--- config.mk ---
export PLATFORM = sky130hd
export DESIGN_NAME = uart_buffered_tx_flat
export DESIGN_NICKNAME = d
export VERILOG_FILES = /design/src/rtl/uart_pkg.sv /design/src/rtl/uart_buffered_tx_if.sv /design/src/rtl/uart_sync_fifo.sv /design/src/rtl/uart_buffered_tx.sv /design/src/flat_wrapper.sv
export SDC_FILE = /design/constraint.sdc
export NUM_CORES = 1
export LEC_CHECK = 0
export ABC_AREA = 1
export BUFFER_PORTS_ARGS = -buffer_cell sky130_fd_sc_hd__clkbuf_2
export CORE_ASPECT_RATIO = 1.75
export CORE_MARGIN = 2
export CORE_UTILIZATION = 31
export DETAILED_ROUTE_END_ITERATION = 7
export PLACE_DENSITY_LB_ADDON = 0.12
export SLEW_MARGIN = 5
export SYNTH_ARGS = -nofsm -noshare
export SYNTH_HDL_FRONTEND = slang
export SYNTH_SLANG_ARGS = --single-unit
--- constraint.sdc ---
create_clock -name clk -period 2.03 [get_ports clk]
set_clock_uncertainty 0.1 [all_clocks]
set_input_delay 0.406 -clock clk [delete_from_list [all_inputs] [get_ports clk]]
set_output_delay 0.406 -clock clk [all_outputs]
set_load 0.1 [all_outputs]
--- src/rtl/uart_pkg.sv ---
`default_nettype none
// ============================================================================
// Module      : uart_pkg
// Description : Shared types and constants for the buffered UART transmitter.
// Revision    : 1.0 - initial release
// ============================================================================
package uart_pkg;

    typedef enum logic [1:0] {
        IDLE  = 2'd0,
        START = 2'd1,
        DATA  = 2'd2,
        STOP  = 2'd3
    } uart_tx_state_t;

    localparam logic UART_STOP_LEVEL  = 1'b1;
    localparam logic UART_START_LEVEL = 1'b0;

    // Counter width able to hold 0..n-1, never narrower than one bit
    function automatic int unsigned cnt_width(input int unsigned n);
        return (n > 1) ? unsigned'($clog2(n)) : 1;
    endfunction

endpackage
`default_nettype wire

--- src/rtl/uart_buffered_tx_if.sv ---
`default_nettype none
// ============================================================================
// Module      : uart_buffered_tx_if
// Description : Host-side write port and serial status of the buffered UART
//               transmitter. The host drives the master side.
// Revision    : 1.0 - initial release
// ============================================================================
interface uart_buffered_tx_if #(
    parameter int DATA_BITS  = 8,
    parameter int FIFO_DEPTH = 8
);
    logic                          wr_en;
    logic [DATA_BITS-1:0]          wr_data;
    logic                          full;
    logic [$clog2(FIFO_DEPTH):0]   fifo_count;
    logic                          tx_line;
    logic                          tx_busy;

    modport master (
        output wr_en, wr_data,
        input  full, fifo_count, tx_line, tx_busy
    );

    modport slave (
        input  wr_en, wr_data,
        output full, fifo_count, tx_line, tx_busy
    );
endinterface
`default_nettype wire

--- src/rtl/uart_sync_fifo.sv ---
`default_nettype none
// ============================================================================
// Module      : uart_sync_fifo
// Description : Single-clock FIFO with occupancy count. Pushes while full and
//               pops while empty are ignored. Depth must be a power of two so
//               the pointers wrap naturally.
// Revision    : 1.0 - initial release
// ============================================================================
module uart_sync_fifo #(
    parameter int WIDTH = 8,
    parameter int DEPTH = 8
) (
    input  wire logic               clk,
    input  wire logic               reset_n,
    input  wire logic               push,
    input  wire logic [WIDTH-1:0]   push_data,
    input  wire logic               pop,
    output logic      [WIDTH-1:0]   pop_data,
    output logic                    full,
    output logic                    empty,
    output logic      [$clog2(DEPTH):0] count
);
    localparam int AW = $clog2(DEPTH);

    logic [WIDTH-1:0] mem_q [DEPTH];
    logic [AW-1:0]    wr_ptr_q, wr_ptr_d;
    logic [AW-1:0]    rd_ptr_q, rd_ptr_d;
    logic [AW:0]      count_q, count_d;
    logic             push_acc, pop_acc;

    assign full     = (count_q == (AW+1)'(DEPTH));
    assign empty    = (count_q == '0);
    assign count    = count_q;
    assign pop_data = mem_q[rd_ptr_q];

    // Qualify requests against the registered flags and advance pointers/count
    always_comb begin
        push_acc = push && !full;
        pop_acc  = pop && !empty;
        wr_ptr_d = push_acc ? wr_ptr_q + AW'(1) : wr_ptr_q;
        rd_ptr_d = pop_acc  ? rd_ptr_q + AW'(1) : rd_ptr_q;
        count_d  = count_q + (AW+1)'(push_acc) - (AW+1)'(pop_acc);
    end

    // Pointer and occupancy registers
    always_ff @(posedge clk or negedge reset_n) begin
        if (!reset_n) begin
            wr_ptr_q <= '0;
            rd_ptr_q <= '0;
            count_q  <= '0;
        end else begin
            wr_ptr_q <= wr_ptr_d;
            rd_ptr_q <= rd_ptr_d;
            count_q  <= count_d;
        end
    end

    // Storage array; contents are don't-care until written, so no reset
    always_ff @(posedge clk) begin
        if (push_acc) begin
            mem_q[wr_ptr_q] <= push_data;
        end
    end

endmodule
`default_nettype wire

--- src/rtl/uart_buffered_tx.sv ---
`default_nettype none
// ============================================================================
// Module      : uart_buffered_tx
// Description : 8N1-style buffered UART transmitter, LSB first, idle-high.
//               Bytes queue in a write FIFO; frames are sent back-to-back by
//               popping the next byte on the final stop-bit cycle.
// Revision    : 1.0 - initial release
// ============================================================================
module uart_buffered_tx
    import uart_pkg::*;
#(
    parameter int CLKS_PER_BIT = 16,
    parameter int FIFO_DEPTH   = 8,
    parameter int DATA_BITS    = 8
) (
    input  wire logic         clk,
    input  wire logic         reset_n,
    uart_buffered_tx_if.slave bus
);
    localparam int BAUD_W = cnt_width(CLKS_PER_BIT);
    localparam int BIT_W  = cnt_width(DATA_BITS);
    localparam logic [BAUD_W-1:0] BAUD_LAST = BAUD_W'(CLKS_PER_BIT - 1);
    localparam logic [BIT_W-1:0]  BIT_LAST  = BIT_W'(DATA_BITS - 1);

    uart_tx_state_t             state_q, state_d;
    logic [BAUD_W-1:0]          baud_q, baud_d;
    logic [BIT_W-1:0]           bit_q, bit_d;
    logic [DATA_BITS-1:0]       shift_q, shift_d;
    logic                       tx_line_q, tx_line_d;
    logic                       tx_busy_q, tx_busy_d;
    logic                       bit_end;

    logic                       fifo_pop;
    logic [DATA_BITS-1:0]       fifo_head;
    logic                       fifo_full;
    logic                       fifo_empty;
    logic [$clog2(FIFO_DEPTH):0] fifo_count;

    uart_sync_fifo #(
        .WIDTH (DATA_BITS),
        .DEPTH (FIFO_DEPTH)
    ) u_fifo (
        .clk       (clk),
        .reset_n   (reset_n),
        .push      (bus.wr_en),
        .push_data (bus.wr_data),
        .pop       (fifo_pop),
        .pop_data  (fifo_head),
        .full      (fifo_full),
        .empty     (fifo_empty),
        .count     (fifo_count)
    );

    assign bus.full       = fifo_full;
    assign bus.fifo_count = fifo_count;
    assign bus.tx_line    = tx_line_q;
    assign bus.tx_busy    = tx_busy_q;

    assign bit_end = (baud_q == BAUD_LAST);

    // Frame sequencer: next state, baud/bit counters, shifter and line level
    always_comb begin
        state_d  = state_q;
        baud_d   = baud_q + BAUD_W'(1);
        bit_d    = bit_q;
        shift_d  = shift_q;
        fifo_pop = 1'b0;

        unique case (state_q)
            IDLE: begin
                baud_d = '0;
                if (!fifo_empty) begin
                    fifo_pop = 1'b1;
                    shift_d  = fifo_head;
                    state_d  = START;
                end
            end
            START: begin
                if (bit_end) begin
                    baud_d  = '0;
                    bit_d   = '0;
                    state_d = DATA;
                end
            end
            DATA: begin
                if (bit_end) begin
                    baud_d  = '0;
                    shift_d = shift_q >> 1;
                    if (bit_q == BIT_LAST) begin
                        state_d = STOP;
                    end else begin
                        bit_d = bit_q + BIT_W'(1);
                    end
                end
            end
            STOP: begin
                if (bit_end) begin
                    baud_d = '0;
                    // Chain straight into the next frame when a byte is waiting
                    if (!fifo_empty) begin
                        fifo_pop = 1'b1;
                        shift_d  = fifo_head;
                        state_d  = START;
                    end else begin
                        state_d = IDLE;
                    end
                end
            end
            default: state_d = IDLE;
        endcase

        // Line level is decoded from the upcoming state so it can be registered
        case (state_d)
            START:   tx_line_d = UART_START_LEVEL;
            DATA:    tx_line_d = shift_d[0];
            default: tx_line_d = UART_STOP_LEVEL;
        endcase
        tx_busy_d = (state_d != IDLE);
    end

    // Sequencer registers; reset forces the line idle immediately
    always_ff @(posedge clk or negedge reset_n) begin
        if (!reset_n) begin
            state_q   <= IDLE;
            baud_q    <= '0;
            bit_q     <= '0;
            shift_q   <= '0;
            tx_line_q <= UART_STOP_LEVEL;
            tx_busy_q <= 1'b0;
        end else begin
            state_q   <= state_d;
            baud_q    <= baud_d;
            bit_q     <= bit_d;
            shift_q   <= shift_d;
            tx_line_q <= tx_line_d;
            tx_busy_q <= tx_busy_d;
        end
    end

endmodule
`default_nettype wire

--- src/flat_wrapper.sv ---
// flat-port wrapper written by rule: the top's interface ports become plain ports
module uart_buffered_tx_flat import uart_pkg::*;
#(
    parameter int CLKS_PER_BIT = 16,
    parameter int FIFO_DEPTH   = 8,
    parameter int DATA_BITS    = 8
)
  (clk, reset_n, bus_wr_en, bus_wr_data, bus_full, bus_fifo_count, bus_tx_line, bus_tx_busy);
  uart_buffered_tx_if #(.DATA_BITS(DATA_BITS), .FIFO_DEPTH(FIFO_DEPTH)) bus_i ();
  input  wire logic clk;
  input  wire logic reset_n;
  input wire logic [$bits(bus_i.wr_en)-1:0] bus_wr_en;
  input wire logic [$bits(bus_i.wr_data)-1:0] bus_wr_data;
  output wire logic [$bits(bus_i.full)-1:0] bus_full;
  output wire logic [$bits(bus_i.fifo_count)-1:0] bus_fifo_count;
  output wire logic [$bits(bus_i.tx_line)-1:0] bus_tx_line;
  output wire logic [$bits(bus_i.tx_busy)-1:0] bus_tx_busy;
  assign bus_i.wr_en = bus_wr_en;
  assign bus_i.wr_data = bus_wr_data;
  assign bus_full = bus_i.full;
  assign bus_fifo_count = bus_i.fifo_count;
  assign bus_tx_line = bus_i.tx_line;
  assign bus_tx_busy = bus_i.tx_busy;
  uart_buffered_tx #(.CLKS_PER_BIT(CLKS_PER_BIT), .FIFO_DEPTH(FIFO_DEPTH), .DATA_BITS(DATA_BITS)) u_core (.clk(clk), .reset_n(reset_n), .bus(bus_i));
endmodule
Word level (Yosys, flattened, before mapping)
Memories as Yosys holds them, arrays and structs flattened.
Cells that the tools add are included.
- $add $sub $neg: 6
- mux-type cells: 23
- reduce and logical (&&, ||, !) cells: 12
- equality and inequality tests: 12
- operators with widths (cell ; number):
    8-bit 2-to-1 mux ; 3
    8-bit one-hot mux with 3 select lines ; 1
    2-bit 2-to-1 mux ; 5
    3-bit by 1-bit adder with 3-bit output (second input constant) ; 3
    3-bit 2-to-1 mux ; 3
    4-bit == test (second input constant) ; 2
    2-bit one-hot mux with 4 select lines ; 1
    4-bit one-hot mux with 2 select lines ; 1
    2-bit == test (second input constant) ; 3
    2-bit by 1-bit != test with 1-bit output (second input constant) ; 3
    3-bit one-hot mux with 2 select lines ; 1
    1-bit 2-to-1 mux ; 5
    4-bit by 1-bit adder with 4-bit output ; 1
    4-bit by 1-bit adder with 4-bit output (second input constant) ; 1
    2-bit by 1-bit == test with 1-bit output (second input constant) ; 2
    4-bit logical NOT ; 1
    4-bit 2-to-1 mux ; 1
    1-bit one-hot mux with 2 select lines ; 2
    4-bit AND reduction ; 1
    2-bit nonzero test ; 2
    4-bit by 1-bit subtractor with 4-bit output ; 1
    3-bit == test (second input constant) ; 1
    3-bit AND reduction ; 1
    3-bit nonzero test ; 1
    5 further kinds ; 7
- register bits: 29
- memories kept: 1
- logic and storage cells: 64
- RAM bits: 64
- memories (name ; depth ; bits a word ; rd ports ; clocked after Yosys merged registers in ; write ports ; line ; source):
    u_core.u_fifo.mem_q ; 8 ; 8 ; 1 ; 0 ; 1 ; uart_sync_fifo.sv:25 ; logic [WIDTH-1:0] mem_q [DEPTH];

Depth between registers and ports, before layout
- word-level depth: 6
- depth in mapped cells: 13

By module
A second synthesis with hierarchy kept.
- cell total of the unflattened synthesis: 498
- area total of the unflattened synthesis: 4677.0 um^2
- by module, submodules not included (module ; cells an instance ; times used ; area each (um^2)):
    uart_sync_fifo ; 347 ; 1 ; 3479.6
    uart_buffered_tx ; 151 ; 1 ; 1197.4

Worst setup path before layout
OpenSTA, ideal clock, no wires.
- path type: flip-flop to flip-flop
- start: register u_core.u_fifo.count_q[2] (netlist: u_core.u_fifo.count[2])
- end: register u_core.u_fifo.count_q[2] (netlist: u_core.u_fifo.count[2])
- path buffers: 0
- clock period less this slack: 2.782 ns
- slack: -0.752 ns
- data required time: 1.807 ns
- data arrival time: 2.559 ns
- cell stages (with the launch flop): 13
- cell sequence: dfrtp_1 -> inv_1 -> ha_1 -> nand2_1 -> inv_2 -> nor2_1 -> nand2_1 -> inv_2 -> ha_1 -> inv_1 -> ha_1 -> fa_1 -> xor2_1
- longest elaborated chain between the ends: 6
- elaborated cells between the ends (all ways): 11
- classes of those cells: add/sub: 2; eq/ne: 1; mux: 3; reduce/logical: 5
- RTL lines (what ; line ; source):
    start: declaration ; uart_sync_fifo.sv:28 ; logic [AW:0] count_q, count_d;
    start signal: assignment ; uart_sync_fifo.sv:54 ; count_q <= count_d;
    4-bit logical NOT (*) ; uart_sync_fifo.sv:32 ; assign empty = (count_q == '0);
    1-bit 2-to-1 mux ; uart_buffered_tx.sv:72, uart_buffered_tx.sv:100 ;
    1-bit 2-to-1 mux ; uart_buffered_tx.sv:97 ; if (bit_end) begin
    1-bit one-hot mux with 2 select lines ; uart_buffered_tx.sv:69 ; unique case (state_q)
    1-bit logical AND (*) ; uart_sync_fifo.sv:39 ; pop_acc = pop && !empty;
    via u_core.u_fifo.pop_acc ; uart_sync_fifo.sv:29 ; logic push_acc, pop_acc;
    4-bit by 1-bit subtractor with 4-bit output (*) ; uart_sync_fifo.sv:42 ; count_d = count_q + (AW+1)'(push_acc) - (AW+1)'(pop_acc);
    via u_core.u_fifo.count_d[2] ; uart_sync_fifo.sv:28 ;
The timed path passes the listed nets; every way through them passes the cells marked *.
A chain may end at the register's enable or synchronous reset.

Worst setup path in the final report
- start: register u_core.u_fifo.count_q[3] (netlist: u_core.u_fifo.count[3])
- end: register u_core.u_fifo.count_q[2] (netlist: u_core.u_fifo.count[2])
Same word-level chain as after synthesis.

==> run_results.csv <==
group,metric,value,unit
outcome,outcome,"complete, but fails checks",
outcome,violations,"negative setup slack",
global_route,grt_overflow,0,
finish,ff_latch_area,2660,um2
synth,synth-seq-area-share,62.0,%
sta,fin_crit,2.11,ns
route,wl,9.75,mm
synth,syn_area_per_cell,10.5,um2
power_and_ir_drop,max-vdd-ir-drop,0.589,mV
worst_setup_path,path_max_fanout,3,
die,rows,56,
route,route.detailed.drc,0,
sta,timing.final.crit_share,104,%
die,die_area,14800,um2
global_route,grt_pass1_wl,16.0,mm
clock_tree,cts_sinks,93,
route,viasPerCell,4.49,
sta,final.setup.worst_slack,-0.0792,ns
worst_setup_path,cp.arrival,2.24,ns
finish,fin_nets,498,
finish,n_fill_cell,1373,
sta,tightest_slew,0.555,ns
finish,drive_above_1_share,27.4,%
clock_tree,root_buffer,"clkbuf_16",
sta,relSlewSlack,63.2,%
route,wl_per_cell,15.0,um
worst_setup_path,cp.required,2.16,ns
synth,syn_area,4270,um2
clock_tree,clock_latency,0.35,ns
global_route,grt_pass1_vias,3069,
global_route,grt.total_usage,14.4,%
placement,portBuffers,17,
die,initial_utilization,31.7,%
route,vias,2914,
sta,rsz0062_at_grt,"yes",
die,core,13500,um2
finish,antenna_cells,0,
clock_tree,ctsHtreeMaxLevel,3,
clock_tree,clk_pin_slew,0.07,ns
clock_tree,numCtsBuffers,9,
global_route,antenna_found_initial,0,
worst_setup_path,cp-end-kind,"register",
clock_tree,cts_tree,"yes",
job,maxCapViolations,0,
sta,setup-violations-final,2,
synth,syn_inst,407,
route,first_pass_iters,4,
synth,ys_types,36,
power_and_ir_drop,leakage,0.00227,uW
finish,multi_input_area,1530,um2
die,fp.dieW,92.7,um
synth,ys_ff_latch,93,
route,final_antenna_net_count,0,
sta,tns,-0.130,ns
sta,hold_viol,0,
worst_setup_path,worstSetupPathType,"register to register",
placement,dpl.hpwl,7.13,mm
route,drtIter0Drc,104,
min_path,worstHoldPathType,"input port to register",
power_and_ir_drop,total_power,5590,uW
die,dieHeight,159,um
worst_setup_path,cp-start-kind,"register",
synth,syn-num-nets,435,
power_and_ir_drop,powerDensity,1040,nW/um2
die,io_pins,18,
placement,gp_congestion,0.749,
sta,slew_viol_final,0,
sta,fmax,0.474,GHz
finish,area_growth,26.2,%
clock_tree,clockBufferDepth,2,
synth,yosysWarningCount,0,
global_route,grt_max_degree,34,
## cells in the final DEF (no fill, tap or decap), types with 5 or more instances in the layout
| cell | netlist | routed |
|---|---|---|
| nand2_1 | 135 | 130 |
| edfxtp_1 | 64 | 64 |
| nand3_1 | 52 | 52 |
| buf_4 | 3 | 37 |
| dfrtp_1 | 28 | 24 |
| inv_1 | 22 | 17 |
| clkbuf_2 | 0 | 16 |
| ha_1 | 16 | 12 |
| o21ai_0 | 11 | 11 |
| nor2_4 | 3 | 9 |
| clkbuf_16 | 0 | 9 |
| buf_12 | 0 | 9 |
| nand2_2 | 4 | 7 |
| inv_2 | 5 | 7 |
| inv_4 | 3 | 6 |
| nor2_1 | 15 | 6 |
| o21bai_1 | 6 | 6 |
| nor2_2 | 2 | 5 |
| xor2_1 | 5 | 5 |
| inv_6 | 0 | 5 |
## layer usage
layer / GRT usage [%] / vias to the layer above / share of wire (%) / routed length, um
met5: 0 / - / 0 / 0
met1: 15.7 / 1388 / 39 / 3790
met2: 27.1 / 27 / 58 / 5610
li1: - / 1487 / - / -
met3: 2.41 / 12 / 1.5 / 148
met4: 5.48 / 0 / 2.0 / 197
## critical path, cell delays in order, from the launching register on
cell and delay, ns:
dfrtp_4 0.50, inv_4 0.07, ha_4 0.13, nand2_4 0.05
inv_4 0.05, nor2_2 0.03, nand2_2 0.07, inv_2 0.05
ha_4 0.25, inv_2 0.04, ha_4 0.15, fa_2 0.35
xor2_1 0.15
## what timing repair did
action / 4_1_cts / 5_1_grt
pin swaps: 5 / 11
endpoints found under the hold margin: 14 / 0
resized for setup: 2 / 11
hold buffers: 1 / 0
setup endpoints to repair: 10 / 68
buffers inserted: 3 / 1
cloned: 0 / 0
## report_power, final
part	switching [uW]	internal (uW)
clock network	774	857
registers	115	2330
logic	966	550
## worst paths after layout
path / from / to / slack [ns] / cells past startpoint
setup reg to reg: u_core.u_fifo.count[3] / u_core.u_fifo.count[2] / -0.08 / 12
hold reg to reg: u_core.bit_q[2] / u_core.bit_q[2] / 0.40 / 1
setup / recovery: u_core.u_fifo.count[3] / u_core.u_fifo.count[2] / -0.08 / 12
hold / removal: bus_wr_data[4] / u_core.u_fifo.mem_q[4][4] / 0.23 / 1
max in group asynchronous: reset_n / u_core.bus.tx_line / 0.83 / 3
min in group asynchronous: reset_n / u_core.bit_q[2] / 0.44 / 2
## state kept, by name, summed over array words and instances, names as in the netlist
name,flops
u_core.bus.tx_line,1
u_core.u_fifo.rd_ptr_q,3
u_core.u_fifo.count,4
u_core.bit_q,3
u_core.u_fifo.wr_ptr_q,3
u_core.state_q,2
u_core.bus.tx_busy,1
u_core.shift_q,8
u_core.u_fifo.mem_q,64
u_core.baud_q,4
## Yosys cell counts, drive strengths merged
library cell,n,area share (%)
inv,30,2.8
or2,1,0.15
nand2,140,13
nor3,1,0.12
dfstp,1,0.62
ha,16,4.7
nand4,1,0.15
o21bai,6,1.1
buf,12,2.0
nand3,52,6.1
a22oi,1,0.18
clkinv,1,0.088
a31oi,1,0.15
a32o,2,0.47
a21boi,1,0.18
edfxtp,64,45
xnor2,2,0.41
xor2,5,1.0
nor2,20,2.4
o31ai,1,0.18
dfrtp,28,16
o22ai,1,0.15
a21oi,5,0.76
fa,1,0.47
o21ai,14,1.7
## layout make-up
cell class                 count  area share, %
multi-input combinational    271           28.4
inverter                      31           2.44
tap                          174           4.04
clock buffer                   9           4.18
clock inverter                 7           1.14
sequential                    93           49.4
timing repair buffer          64           10.4
## stage by stage
step           hold WS [ns]  setup slack [ns]  cell area [um2]  std cells  util [%]
6_report              0.233           -0.0792             5390        649      40.0
5_1_grt               0.246            -0.166             5390        649      40.0
4_1_cts               0.229            -0.105             5350        648      39.8
3_5_place_dp          0.276            -0.123             5020        628      37.4
3_3_place_gp          0.274           -0.0900             5020        628      37.4
2_1_floorplan        0.0104            -0.298             4380        407         -
## cell families after synthesis
kind of cell	count (synthesis)	synth area share [%]
and+or+nand+nor	215	21.6
DFF	93	62.0
buffers and inverters	43	4.92
AOI/OAI and AO/OA	32	4.83
adders and majority gates	17	5.16
xor gates and xnor gates	7	1.44
(Power assumes the default switching activity.)
